`config.mk`:
```
export PLATFORM = sky130hd
export DESIGN_NAME = mem_arbiter_flat
export DESIGN_NICKNAME = d
export VERILOG_FILES = /design/src/rtl/mem_arbiter_if.sv /design/src/rtl/mem_arbiter.sv /design/src/flat_wrapper.sv
export SDC_FILE = /design/constraint.sdc
export NUM_CORES = 1
export LEC_CHECK = 0
export ABC_CLOCK_PERIOD_IN_PS = 1800
export BUFFER_PORTS_ARGS = -buffer_cell sky130_fd_sc_hd__buf_2
export CORE_AREA = 2 2 106 108
export CTS_BUF_LIST = sky130_fd_sc_hd__clkbuf_4 sky130_fd_sc_hd__clkbuf_8 sky130_fd_sc_hd__clkbuf_16
export DETAILED_ROUTE_END_ITERATION = 10
export DIE_AREA = 0 0 108 110
export PLACE_DENSITY = 0.73
export SYNTH_ARGS = -nofsm -noshare
export SYNTH_HDL_FRONTEND = slang
export SYNTH_SLANG_ARGS = --single-unit
```
`constraint.sdc`:
```
create_clock -name clk -period 1.8 [get_ports clk]
set_input_delay 0.09 -clock clk [delete_from_list [all_inputs] [get_ports clk]]
set_output_delay 0.09 -clock clk [all_outputs]
set_load 0.01 [all_outputs]
```
`src/rtl/mem_arbiter_if.sv`:
```
// mem_arbiter_if: bundles the instruction-side, data-side and physical memory signals
// of the two-to-one memory arbiter.
//   master modport : the arbiter's view (serves both requesters, drives memory strobes)
//   slave modport  : the environment's view (requesters plus physical memory)
// Signals:
//   i_read, i_address / i_rdata, i_resp                       instruction-side read port
//   d_read, d_write, d_byte_enable, d_address, d_wdata /
//   d_rdata, d_resp                                           data-side read/write port
//   mem_read, mem_write, mem_byte_enable, mem_address,
//   mem_wdata / mem_rdata, mem_resp                           physical memory port
interface mem_arbiter_if;
   logic        i_read;
   logic [31:0] i_address;
   logic [31:0] i_rdata;
   logic        i_resp;

   logic        d_read;
   logic        d_write;
   logic [3:0]  d_byte_enable;
   logic [31:0] d_address;
   logic [31:0] d_wdata;
   logic [31:0] d_rdata;
   logic        d_resp;

   logic        mem_read;
   logic        mem_write;
   logic [3:0]  mem_byte_enable;
   logic [31:0] mem_address;
   logic [31:0] mem_wdata;
   logic [31:0] mem_rdata;
   logic        mem_resp;

   modport master (
      input  i_read, i_address,
      output i_rdata, i_resp,
      input  d_read, d_write, d_byte_enable, d_address, d_wdata,
      output d_rdata, d_resp,
      output mem_read, mem_write, mem_byte_enable, mem_address, mem_wdata,
      input  mem_rdata, mem_resp
   );

   modport slave (
      output i_read, i_address,
      input  i_rdata, i_resp,
      output d_read, d_write, d_byte_enable, d_address, d_wdata,
      input  d_rdata, d_resp,
      input  mem_read, mem_write, mem_byte_enable, mem_address, mem_wdata,
      output mem_rdata, mem_resp
   );
endinterface

```
`src/rtl/mem_arbiter.sv`:
```
// mem_arbiter: round-robin arbiter sharing one physical memory port between an
// instruction-side read port and a data-side read/write port.
// Ports:
//   clk  : single clock, all state on the rising edge
//   rst  : synchronous active-high reset
//   bus  : mem_arbiter_if.master carrying the I-side, D-side and memory signals
// Parameter:
//   I_FIRST : 1 = I-side wins the first tie after reset, 0 = D-side wins it
// Memory strobes, address, data and mask come straight from registers latched at grant,
// so there is no combinational path from requester inputs to the memory outputs.
module mem_arbiter #(
   parameter bit I_FIRST = 1'b1
) (
   input logic          clk,
   input logic          rst,
   mem_arbiter_if.master bus
);

   localparam logic [1:0] StIdle  = 2'd0;
   localparam logic [1:0] StBusyI = 2'd1;
   localparam logic [1:0] StBusyD = 2'd2;

   logic [1:0]  state_q, state_d;
   logic        last_i_q, last_i_d;  // 1 = most recent grant went to the I-side
   logic [31:0] addr_q, addr_d;
   logic [31:0] wdata_q, wdata_d;
   logic [3:0]  be_q, be_d;
   logic        rd_q, rd_d;
   logic        wr_q, wr_d;

   logic i_pend;
   logic d_pend;

   assign i_pend = bus.i_read;
   assign d_pend = bus.d_read | bus.d_write;

   always_comb begin
      state_d  = state_q;
      last_i_d = last_i_q;
      addr_d   = addr_q;
      wdata_d  = wdata_q;
      be_d     = be_q;
      rd_d     = rd_q;
      wr_d     = wr_q;
      case (state_q)
         StIdle: begin
            // On a tie, the side that did not win last time goes next.
            if (i_pend && (!d_pend || !last_i_q)) begin
               state_d  = StBusyI;
               last_i_d = 1'b1;
               addr_d   = bus.i_address;
               wdata_d  = 32'h0;
               be_d     = 4'hF;
               rd_d     = 1'b1;
               wr_d     = 1'b0;
            end else if (d_pend) begin
               state_d  = StBusyD;
               last_i_d = 1'b0;
               addr_d   = bus.d_address;
               if (bus.d_write) begin
                  // Write takes precedence when read and write are both raised.
                  wdata_d = bus.d_wdata;
                  be_d    = bus.d_byte_enable;
                  rd_d    = 1'b0;
                  wr_d    = 1'b1;
               end else begin
                  wdata_d = 32'h0;
                  be_d    = 4'hF;
                  rd_d    = 1'b1;
                  wr_d    = 1'b0;
               end
            end
         end
         StBusyI, StBusyD: begin
            if (bus.mem_resp) begin
               state_d = StIdle;
               rd_d    = 1'b0;
               wr_d    = 1'b0;
            end
         end
         default: begin
            state_d = StIdle;
            rd_d    = 1'b0;
            wr_d    = 1'b0;
         end
      endcase
   end

   always_ff @(posedge clk) begin
      if (rst) begin
         state_q  <= StIdle;
         last_i_q <= ~I_FIRST;  // pretend the other side won last so I_FIRST side wins the tie
         addr_q   <= 32'h0;
         wdata_q  <= 32'h0;
         be_q     <= 4'h0;
         rd_q     <= 1'b0;
         wr_q     <= 1'b0;
      end else begin
         state_q  <= state_d;
         last_i_q <= last_i_d;
         addr_q   <= addr_d;
         wdata_q  <= wdata_d;
         be_q     <= be_d;
         rd_q     <= rd_d;
         wr_q     <= wr_d;
      end
   end

   assign bus.mem_read        = rd_q;
   assign bus.mem_write       = wr_q;
   assign bus.mem_address     = addr_q;
   assign bus.mem_wdata       = wdata_q;
   assign bus.mem_byte_enable = be_q;

   assign bus.i_rdata = bus.mem_rdata;
   assign bus.d_rdata = bus.mem_rdata;

   // Reset abandons an in-flight transaction, so it also masks a same-cycle completion.
   assign bus.i_resp = (state_q == StBusyI) & bus.mem_resp & ~rst;
   assign bus.d_resp = (state_q == StBusyD) & bus.mem_resp & ~rst;

endmodule

```
`src/flat_wrapper.sv`:
```
// flat-port wrapper written by rule: the top's interface ports become plain ports
module mem_arbiter_flat 
#(
   parameter bit I_FIRST = 1'b1
)
  (clk, rst, bus_i_read, bus_i_address, bus_i_rdata, bus_i_resp, bus_d_read, bus_d_write, bus_d_byte_enable, bus_d_address, bus_d_wdata, bus_d_rdata, bus_d_resp, bus_mem_read, bus_mem_write, bus_mem_byte_enable, bus_mem_address, bus_mem_wdata, bus_mem_rdata, bus_mem_resp);
  mem_arbiter_if bus_i ();
  input logic clk;
  input logic rst;
  input wire logic [$bits(bus_i.i_read)-1:0] bus_i_read;
  input wire logic [$bits(bus_i.i_address)-1:0] bus_i_address;
  output wire logic [$bits(bus_i.i_rdata)-1:0] bus_i_rdata;
  output wire logic [$bits(bus_i.i_resp)-1:0] bus_i_resp;
  input wire logic [$bits(bus_i.d_read)-1:0] bus_d_read;
  input wire logic [$bits(bus_i.d_write)-1:0] bus_d_write;
  input wire logic [$bits(bus_i.d_byte_enable)-1:0] bus_d_byte_enable;
  input wire logic [$bits(bus_i.d_address)-1:0] bus_d_address;
  input wire logic [$bits(bus_i.d_wdata)-1:0] bus_d_wdata;
  output wire logic [$bits(bus_i.d_rdata)-1:0] bus_d_rdata;
  output wire logic [$bits(bus_i.d_resp)-1:0] bus_d_resp;
  output wire logic [$bits(bus_i.mem_read)-1:0] bus_mem_read;
  output wire logic [$bits(bus_i.mem_write)-1:0] bus_mem_write;
  output wire logic [$bits(bus_i.mem_byte_enable)-1:0] bus_mem_byte_enable;
  output wire logic [$bits(bus_i.mem_address)-1:0] bus_mem_address;
  output wire logic [$bits(bus_i.mem_wdata)-1:0] bus_mem_wdata;
  input wire logic [$bits(bus_i.mem_rdata)-1:0] bus_mem_rdata;
  input wire logic [$bits(bus_i.mem_resp)-1:0] bus_mem_resp;
  assign bus_i.i_read = bus_i_read;
  assign bus_i.i_address = bus_i_address;
  assign bus_i_rdata = bus_i.i_rdata;
  assign bus_i_resp = bus_i.i_resp;
  assign bus_i.d_read = bus_d_read;
  assign bus_i.d_write = bus_d_write;
  assign bus_i.d_byte_enable = bus_d_byte_enable;
  assign bus_i.d_address = bus_d_address;
  assign bus_i.d_wdata = bus_d_wdata;
  assign bus_d_rdata = bus_i.d_rdata;
  assign bus_d_resp = bus_i.d_resp;
  assign bus_mem_read = bus_i.mem_read;
  assign bus_mem_write = bus_i.mem_write;
  assign bus_mem_byte_enable = bus_i.mem_byte_enable;
  assign bus_mem_address = bus_i.mem_address;
  assign bus_mem_wdata = bus_i.mem_wdata;
  assign bus_i.mem_rdata = bus_mem_rdata;
  assign bus_i.mem_resp = bus_mem_resp;
  mem_arbiter #(.I_FIRST(I_FIRST)) u_core (.clk(clk), .rst(rst), .bus(bus_i));
endmodule
```
==> impl_results.md <==
* Status: complete, no violations
* Hold path start: bus_d_wdata[1]
* Number of synthesized flops with an enable pin at 0
* Distinct cells, synth at 34
* Total GRT Usage at 18.14%
* Setup violation total in the final timing report at 0
* Antenna violations before repair at 0
* Drt initial violations at 502
* # port buffers at ~180
* GPL Wtd Cong at between 0.7 and 0.8
* RR Endpoint: u_core.last_i_q$_SDFFE_PP0P_
* FF-to-FF Start: u_core.state_q[0]$_SDFFE_PP0P_
* Fin. Hold Viols at 0
* Worst rel slew slack at 46.62%
* Worst VDD drop at 386.0 uV
* P&R area growth vs syn at 22.07%
* Hold EP: u_core.bus.mem_wdata[1]$_SDFFE_PP0P_
* Largest net degree at the start of global routing at 45
* Ys flop type: dfxtp_1
* Max Cap Violations at 0
* Die Height at about 110 um
* Routed len/inst at between 15 and 20 um
* Nets at 696
* Final non-filler cell total at 700
* Crit path setup slack, layout at 0.1195 ns
* Crit path kind: reg -> reg
* Count of mapped cells out of synthesis at ~450
* Final core utilization at roughly 44%
* Synthesized flop and latch total at between 70 and 80
* Peak Freq at 595.1 MHz
* Multi-input logic area at 1639 sq um
* Core area at about 11000 sq um
* Die area at 11880 sq um
* Worst hold stages at 3
* Avg Vias per Cell at 5.229
* R2r setup slk at between 0.1 and 0.15 ns
* Mapped cell area at about 3800 sq um
* Fill count at around 1.1k
* CP Data Required Time at 2.04 ns
* Num rows at 38
* Worst-path clk slew at 0.08 ns
* Number of global-route vias before repair at 3311
* DRT antenna net count at 0
* Synth area leaders: dfxtp_1 38%, buf_4 14%, a311oi_2 7.8%, nand4_1 5.2%, a21oi_1 4.3%
* Die W at 108 um
* Sink Count at 73
* RSZ-0062 raised after global routing: true
* R2r worst-path depth at 6
* Share of the yosys chip area belonging to registers at 37.96%
* Setup TNS at 0 ns
* Commonest cells in the netlist: 73 x dfxtp_1, 72 x buf_4, 38 x nor2_1
* Worst skew pair latency at 0.35 ns
* Max clock buf depth at 2
* P_leak at 2.082 nW
* Cells after DPL at 667
* Clk_skew at 0.007442 ns
* Post-route DRC at 0
* Fin. max-slew vios at 0
* FFs w/ async S/R, synth at 0%
* Starting Density at 35.99%
* Root Buffer Master: clkbuf_8
* Io pins at between 200 and 300
* CTS Buf Count at 9
* Min Tclk post-route at 1.681 ns
* Crit-path max FO at 37
* N_diodes at 0
* Count leader, synth: dfxtp_1
* GR Overflow Total at 0
* Critical path arrival at between 1.5 and 2 ns
* Min Hold Slack at 0.02388 ns
* Yosys top cell by area: dfxtp_1
* Worst Setup End Kind: flip-flop
* Htree depth at 3
* Share of layout cells above drive strength 1 at 41.43%
* Total number of vias at 3660
* Ys Warns at 0
* Syn_nets at 589
* Syn avg cell area at approximately 8.6 sq um
* Final period util at 93.36%
* Critical Path Source Type: flip-flop
* Worst hold-check path type: in -> reg
* Routed wire length at ~11000 um
* Pre-Repair DR Iteration Count at 5
* Tightest Pin Transition at ~0.80 ns
* First-pass GRT wire length at ~17000 um
* HPWL after DPL at 8204 um
* CTS tree: done
* Pre-CTS setup slack at 0.07247 ns
* Cell Pwr Density at around 1000 nW/um^2
* Register area at ~1500 sq um
* Top-area cell type share of the netlist area at 37.96%
-- worst max-delay path by stage --
| stage | from | endpoint | slack [ns] | depth (start not counted) |
|---|---|---|---|---|
| 2_1_floorplan | u_core.state_q[0]$_SDFFE_PP0P_ | u_core.bus.mem_address[18]$_SDFFE_PP0P_ | 0.32 | 8 |
| 3_5_place_dp | u_core.state_q[0]$_SDFFE_PP0P_ | u_core.last_i_q$_SDFFE_PP0P_ | 0.07 | 6 |
| 3_3_place_gp | u_core.state_q[0]$_SDFFE_PP0P_ | u_core.last_i_q$_SDFFE_PP0P_ | 0.13 | 6 |
| 4_1_cts | u_core.state_q[0]$_SDFFE_PP0P_ | u_core.last_i_q$_SDFFE_PP0P_ | 0.06 | 6 |
| 6_report | u_core.state_q[0]$_SDFFE_PP0P_ | u_core.last_i_q$_SDFFE_PP0P_ | 0.12 | 6 |
| 5_1_grt | u_core.state_q[1]$_SDFFE_PP0P_ | u_core.last_i_q$_SDFFE_PP0P_ | -0.008 | 6 |
-- per-layer routing --
metal / up-vias / part of all wire (%) / wire length (um) / track usage, %
met5: - / 0 / 0 / 0
met4: 0 / 1.8 / 211 / 7.418
met3: 20 / 8.1 / 929 / 4.115
met2: 219 / 49 / 5630 / 32.26
met1: 1664 / 41 / 4704 / 21.09
li1: 1757 / - / - / -
-- power breakdown --
| group | leakage (nW) | switching (mW) | total [mW] | internal, mW |
|---|---|---|---|---|
| clock network | 0.113 | 0.653 | 1.48 | 0.823 |
| logic | 1.37 | 0.822 | 1.38 | 0.555 |
| registers | 0.602 | 0.107 | 1.93 | 1.82 |
-- through the flow --
| step | power (mW) | area (sq um) |
|---|---|---|
| after floorplan | 3.000 | 3850 |
| after global placement | 3.260 | 4290 |
| after detailed placement | 3.302 | 4290 |
| after CTS | 4.823 | 4678 |
| after global routing | 5.070 | 4700 |
| final | 4.780 | 4700 |
-- logic make-up (layout without fill, tap and decap cells) --
family          count (synthesis)  count (layout)  share of synthesized area (%)
simple gates                  143             143                          17.74
buf+inv                       117             228                          20.05
compound gates                112             113                          23.27
flops                          73              73                          37.96
fa+ha+maj                       3               3                         0.9751
-- layout by cell type (no fill, tap or decap), types with 2 or more instances in the layout --
cell type,count
nor2_1,38
o32ai_1,3
a21o_1,2
clkbuf_8,10
a21oi_1,33
o31ai_4,2
buf_12,3
bufinv_16,2
buf_2,177
dfxtp_1,73
inv_1,8
a311oi_2,20
o21ai_0,22
a311oi_1,12
buf_4,8
a211oi_2,3
nand2b_1,3
nand4_1,32
nand3_1,32
nand2_1,32
o21ai_1,10
dlygate4sd3_1,16
ha_1,3
and3b_1,2
-- worst max-delay path, cell delays in order (launching register included) --
cell and delay (ns):
dfxtp_1 0.33, inv_1 0.11, ha_1 0.19, buf_4 0.36, o31ai_4 0.29, a32oi_1 0.23
nor2_1 0.06
-- flip-flops by register name, indices dropped and copies added (netlist names) --
signal	cells
u_core.last_i_q	1
u_core.bus.mem_read	1
u_core.bus.mem_wdata	32
u_core.bus.mem_address	32
u_core.bus.mem_byte_enable	4
u_core.state_q	2
u_core.bus.mem_write	1
-- layout make-up --
type,instances,share of cell area (%)
Clock buffer,10,2.929
Clock inverter,6,1.917
Inverter,8,0.6390
Multi-Input combinational cell,259,34.88
Sequential cell,73,31.10
Tap cell,140,3.727
Timing Repair Buffer,204,24.81
-- timing repair --
action	4_1_cts	5_1_grt
setup buffers	0	0
endpoints found under the hold margin	16	0
resized for setup	0	1
hold buffers	16	0
endpoints found under the setup margin	0	33
Note: power is estimated with default switching activity, not from simulation.
